===== config.mk =====
export PLATFORM = sky130hd
export DESIGN_NAME = bus_arbiter
export DESIGN_NICKNAME = d
export VERILOG_FILES = /design/src/rtl/bus_arb_pkg.sv /design/src/rtl/rr_pick.sv /design/src/rtl/bus_arbiter.sv
export SDC_FILE = /design/constraint.sdc
export NUM_CORES = 1
export LEC_CHECK = 0
export CAP_MARGIN = 20
export CORE_MARGIN = 3
export CORE_UTILIZATION = 42
export DETAILED_ROUTE_END_ITERATION = 6
export PLACE_DENSITY = 0.93
export SLEW_MARGIN = 20
export SYNTH_ARGS = -nofsm -noshare
export SYNTH_HDL_FRONTEND = slang
export SYNTH_HIERARCHICAL = 1
export SYNTH_SLANG_ARGS = --single-unit

===== constraint.sdc =====
create_clock -name clk -period 5.03 [get_ports clk]
set_clock_uncertainty 0.2 [all_clocks]
set_input_delay 0.503 -clock clk [delete_from_list [all_inputs] [get_ports clk]]
set_output_delay 0.503 -clock clk [all_outputs]
set_load 0.02 [all_outputs]

===== src/rtl/bus_arb_pkg.sv =====
// Shared types and constants for the two-master bus arbiter.
// Imported by rr_pick and bus_arbiter.
package bus_arb_pkg;

    typedef enum logic [1:0] {
        IDLE = 2'd0,
        BUSY = 2'd1,
        RESP = 2'd2
    } state_t;

    localparam logic M0       = 1'b0;
    localparam logic M1       = 1'b1;
    localparam logic RW_READ  = 1'b1;
    localparam logic RW_WRITE = 1'b0;

    // Index of the master that is not idx (two-master case).
    function automatic logic other_master(input logic idx);
        return (idx == M0) ? M1 : M0;
    endfunction

endpackage


===== src/rtl/rr_pick.sv =====
// Round-robin selection between two requesters.
// A tie goes to the master that was not granted last.
module rr_pick
    import bus_arb_pkg::*;
(
    input  logic req0,
    input  logic req1,
    input  logic last_grant,
    output logic valid,
    output logic idx
);

    // Pick a winner from the current request vector.
    always_comb begin
        valid = req0 | req1;
        idx   = M0;
        if (req0 && req1) begin
            idx = other_master(last_grant);
        end else if (req1) begin
            idx = M1;
        end
    end

endmodule


===== src/rtl/bus_arbiter.sv =====
// Two-master, one-slave bus arbiter with round-robin grant,
// registered slave outputs and a per-transaction timeout.
module bus_arbiter
    import bus_arb_pkg::*;
#(
    parameter int AW      = 32,
    parameter int DW      = 32,
    parameter int TIMEOUT = 255
) (
    input  logic            clk,
    input  logic            reset,
    input  logic            m0_req,
    input  logic            m0_rw,
    input  logic [AW-1:0]   m0_addr,
    input  logic [DW-1:0]   m0_wdata,
    input  logic [DW/8-1:0] m0_be,
    output logic            m0_ready,
    output logic [DW-1:0]   m0_rdata,
    output logic            m0_err,
    input  logic            m1_req,
    input  logic            m1_rw,
    input  logic [AW-1:0]   m1_addr,
    input  logic [DW-1:0]   m1_wdata,
    input  logic [DW/8-1:0] m1_be,
    output logic            m1_ready,
    output logic [DW-1:0]   m1_rdata,
    output logic            m1_err,
    output logic            s_req,
    output logic            s_rw,
    output logic [AW-1:0]   s_addr,
    output logic [DW-1:0]   s_wdata,
    output logic [DW/8-1:0] s_be,
    output logic            s_we,
    input  logic            s_ready,
    input  logic [DW-1:0]   s_rdata
);

    localparam int BW = DW / 8;
    localparam logic [7:0] TO_LAST = 8'(TIMEOUT - 1);

    state_t          state_q, state_d;
    logic            grant_q, grant_d;
    logic            last_q, last_d;
    logic [7:0]      timer_q, timer_d;
    logic            rw_q, rw_d;
    logic [AW-1:0]   addr_q, addr_d;
    logic [DW-1:0]   wdata_q, wdata_d;
    logic [BW-1:0]   be_q, be_d;
    logic [DW-1:0]   rdata_q, rdata_d;
    logic            rdy0_q, rdy0_d;
    logic            rdy1_q, rdy1_d;
    logic            err0_q, err0_d;
    logic            err1_q, err1_d;

    logic            pick_valid;
    logic            pick_idx;

    rr_pick u_pick (
        .req0       (m0_req),
        .req1       (m1_req),
        .last_grant (last_q),
        .valid      (pick_valid),
        .idx        (pick_idx)
    );

    // Next-state, latching and completion logic.
    always_comb begin
        state_d = state_q;
        grant_d = grant_q;
        last_d  = last_q;
        timer_d = timer_q;
        rw_d    = rw_q;
        addr_d  = addr_q;
        wdata_d = wdata_q;
        be_d    = be_q;
        rdata_d = rdata_q;
        rdy0_d  = 1'b0;
        rdy1_d  = 1'b0;
        err0_d  = 1'b0;
        err1_d  = 1'b0;
        unique case (state_q)
            IDLE: begin
                if (pick_valid) begin
                    grant_d = pick_idx;
                    timer_d = 8'd0;
                    state_d = BUSY;
                    if (pick_idx == M1) begin
                        rw_d    = m1_rw;
                        addr_d  = m1_addr;
                        wdata_d = m1_wdata;
                        be_d    = m1_be;
                    end else begin
                        rw_d    = m0_rw;
                        addr_d  = m0_addr;
                        wdata_d = m0_wdata;
                        be_d    = m0_be;
                    end
                end
            end
            BUSY: begin
                timer_d = timer_q + 8'd1;
                if (s_ready) begin
                    rdata_d = (rw_q == RW_READ) ? s_rdata : '0;
                    rdy0_d  = (grant_q == M0);
                    rdy1_d  = (grant_q == M1);
                    state_d = RESP;
                end else if (timer_q == TO_LAST) begin
                    rdata_d = '0;
                    rdy0_d  = (grant_q == M0);
                    rdy1_d  = (grant_q == M1);
                    err0_d  = (grant_q == M0);
                    err1_d  = (grant_q == M1);
                    state_d = RESP;
                end
            end
            RESP: begin
                last_d  = grant_q;
                state_d = IDLE;
            end
            default: begin
                state_d = IDLE;
            end
        endcase
    end

    // State and datapath registers with synchronous reset.
    always_ff @(posedge clk) begin
        if (reset) begin
            state_q <= IDLE;
            grant_q <= M0;
            last_q  <= M1;
            timer_q <= 8'd0;
            rw_q    <= RW_READ;
            addr_q  <= '0;
            wdata_q <= '0;
            be_q    <= '0;
            rdata_q <= '0;
            rdy0_q  <= 1'b0;
            rdy1_q  <= 1'b0;
            err0_q  <= 1'b0;
            err1_q  <= 1'b0;
        end else begin
            state_q <= state_d;
            grant_q <= grant_d;
            last_q  <= last_d;
            timer_q <= timer_d;
            rw_q    <= rw_d;
            addr_q  <= addr_d;
            wdata_q <= wdata_d;
            be_q    <= be_d;
            rdata_q <= rdata_d;
            rdy0_q  <= rdy0_d;
            rdy1_q  <= rdy1_d;
            err0_q  <= err0_d;
            err1_q  <= err1_d;
        end
    end

    assign s_req    = (state_q == BUSY);
    assign s_rw     = rw_q;
    assign s_addr   = addr_q;
    assign s_wdata  = wdata_q;
    assign s_be     = be_q;
    assign s_we     = s_req & ~rw_q;

    assign m0_ready = rdy0_q;
    assign m0_err   = err0_q;
    assign m0_rdata = rdy0_q ? rdata_q : '0;
    assign m1_ready = rdy1_q;
    assign m1_err   = err1_q;
    assign m1_rdata = rdy1_q ? rdata_q : '0;

endmodule


==> flow_summary.json <==
{
  "required_ns": 4.33,
  "p_sw_uw": 852,
  "internal-power_mw": 2.14,
  "synth-main-ff-cell": "dfxtp_1",
  "antenna_found_initial": 0,
  "power_mw": 3.00,
  "synthSimpleGateAreaFrac_pct": 19.2,
  "synth.top_cell.area_share_pct": 41.4,
  "area_growth_pct": 67.2,
  "cts_resized": 0,
  "dp_hpwl_mm": 13.8,
  "num_rows": 41,
  "netlist_area_um2": 5660,
  "comb_power_share_pct": 24.2,
  "tns_ns": 0,
  "htree_levels": 4,
  "synth_nets": 786,
  "crit_type": "register to output port",
  "worst_pin_slew_ns": 0.910,
  "grtUsageTotal_pct": 23.9,
  "core_area_um2": 12900,
  "clk_pin_slew_ns": 0.06,
  "n_antenna_cell": 0,
  "nNetsFinal": 1072,
  "p_leak_nw": 3.80,
  "critPathMaxFanout": 43,
  "grt_max_degree": 69,
  "cts_tree": "yes",
  "muxShareOfSynthArea_pct": 12.6,
  "p_sw_share_pct": 28.4,
  "power_density_nw_per_um2": 317,
  "initial_core_util_pct": 43.9,
  "clkPwrFrac_pct": 39.6,
  "pwr-share-seq_pct": 36.2,
  "rsz0062_at_grt": "no",
  "dieArea_um2": 14900,
  "max_freq_mhz": 336,
  "drv_cap": 0,
  "ys_warn_count": 6,
  "die_height_um": 122,
  "gp_congestion": 0.781,
  "port_buffers": 313,
  "ys_async_sr_fraction_pct": 0,
  "ir_drop_mv": 0.178,
  "syn_avg_cell_area_um2": 9.29,
  "drv_slew": 0,
  "worstSkewPairLatency_ns": 0.40,
  "startpoint_type": "register",
  "die_w_um": 122,
  "cts_sinks": 117,
  "synth_edf_count": 0,
  "cts_setup_buffers": 0,
  "firstDrtPassIters": 4,
  "drive_above_1_share_pct": 5.51,
  "synth_top_area_cell": "dfxtp_1",
  "slew_headroom_pct": 39.2,
  "arrival_ns": 2.28,
  "final.period_utilization_pct": 59.2,
  "grt_pass1_wl_mm": 28.0,
  "vias": 5612,
  "cts.path.max_buffers": 2,
  "cts_hold_buf": 0,
  "synthDistinctLibCells": 41,
  "drtIter0Drc": 370,
  "wl_per_cell_um": 17.0,
  "gr-total-overflow": 0,
  "critPathCaptureType": "output port",
  "synth-compound-area-share_pct": 21.1,
  "fin_crit_ns": 2.98,
  "synthAdderAreaFrac_pct": 0.442,
  "synth-seq-cells": 117,
  "hold_path_class": "register to register",
  "yosysMostFrequentCell": "dfxtp_1",
  "routed_wl_mm": 18.4,
  "ios": 314,
  "cts_buffers": 17,
  "hold_viol": 0,
  "postSynthCellCount": 609,
  "yosysSeqAreaShare_pct": 41.4,
  "setup_viol": 0,
  "synth_area_leaders": "dfxtp_1 41%, mux2i_1 12%, a211oi_1 9.2%",
  "synth_xor_area_share_pct": 0,
  "synth_top_family_by_area": "compound AO/OA/AOI/OAI gates",
  "root_buffer": "clkbuf_16",
  "yosys-top-cells-count": "117 x dfxtp_1, 74 x nor2_1, 69 x a211oi_1, 69 x mux2i_1, 65 x and2_1",
  "grt_pass1_vias": 5452,
  "outcome": "completed",
  "drc": 0,
  "drt-vias-per-instance": 5.20,
  "ant_nets": 0
}
==> registers in the layout (all words and copies together) (netlist names) <==
register and cells:
grant_q 1, rdata_q 32, last_q 1, m1_err 1, m0_ready 1, state_q 2
m1_ready 1, timer_q 8, s_wdata 32, s_rw 1, s_addr 32, s_be 4
m0_err 1
==> power groups by stage <==
stage	Clock [mW]	Combinational, mW	Sequential [mW]
floorplan	0	0.285	1.18
global placement	0	0.705	1.10
detailed placement	0	0.722	1.10
CTS	1.21	0.726	1.08
global route	1.25	0.777	1.10
finish	1.19	0.726	1.08
==> through the flow <==
stage          setup slack (ns)  utilization, %  cell area [um^2]  instances  hold WS [ns]
4_1_cts                    2.04            73.4              9450       1079         0.298
5_1_grt                    1.91            73.5              9460       1080         0.321
3_5_place_dp               1.93            68.7              8850       1047         0.283
3_3_place_gp               2.05            68.7              8850       1047         0.280
2_1_floorplan              3.22               -              5660        609         0.227
6_report                   2.05            73.5              9460       1080         0.286
==> kinds of logic after synthesis <==
family          count (synthesis)
flops                         117
simple gates                  206
fa+ha+maj                       2
buf+inv                        63
mux                            71
compound gates                150
==> worst paths after layout <==
path | endpoint | slack (ns) | cells after the start | startpoint
max | s_req | 2.05 | 4 | state_q[1]$_SDFFE_PP0P_
min reg2reg | m0_err$_SDFF_PP0_ | 0.29 | 1 | grant_q$_SDFFE_PP0P_
min | m0_err$_SDFF_PP0_ | 0.29 | 1 | grant_q$_SDFFE_PP0P_
max reg2reg | s_addr[2]$_SDFFE_PP0P_ | 2.71 | 4 | last_q$_SDFFE_PP1N_
==> per-layer routing <==
layer	global-route usage (%)	vias to the layer above	wire length, um
met5	0	-	0
met4	10.4	0	577
met3	7.01	38	1470
met2	41.7	253	9370
met1	27.2	2560	6940
li1	-	2761	-
==> cell usage in the layout, fill, tap and decap left out, drive strengths merged, types with 2 or more instances in the layout <==
cell and n:
clkdlybuf4s50 312, dfxtp 117, nor2 74, mux2i 69, a211oi 69, and2 65
nor2b 32, a21o 31, a32o 30, clkbuf 19, buf 12, nand2 11
inv 8, a21oi 6, o211ai 5, clkinvlp 5, nand3 4, nor3 4
clkinv 4, and3 3, nor3b 3, nand2b 2, nand4 2, a32oi 2
mux2 2, o21ai 2, ha 2, bufinv 2
==> worst max-delay path, stage by stage, from the launching register on <==
cell and delay, ns:
dfxtp_1 0.53, nand2b_1 0.16, buf_4 0.38, inv_1 0.22, clkdlybuf4s50_1 0.59
==> cell type report <==
class / instances / area, um^2
Clock buffer: 19 / 443
Clock inverter: 13 / 150
Fill cell: 917 / 3410
Inverter: 6 / 22.5
Multi-Input combinational cell: 429 / 3040
Sequential cell: 117 / 2340
Tap cell: 172 / 215
Timing Repair Buffer: 324 / 3250
Power figures use the tool's default switching activity.
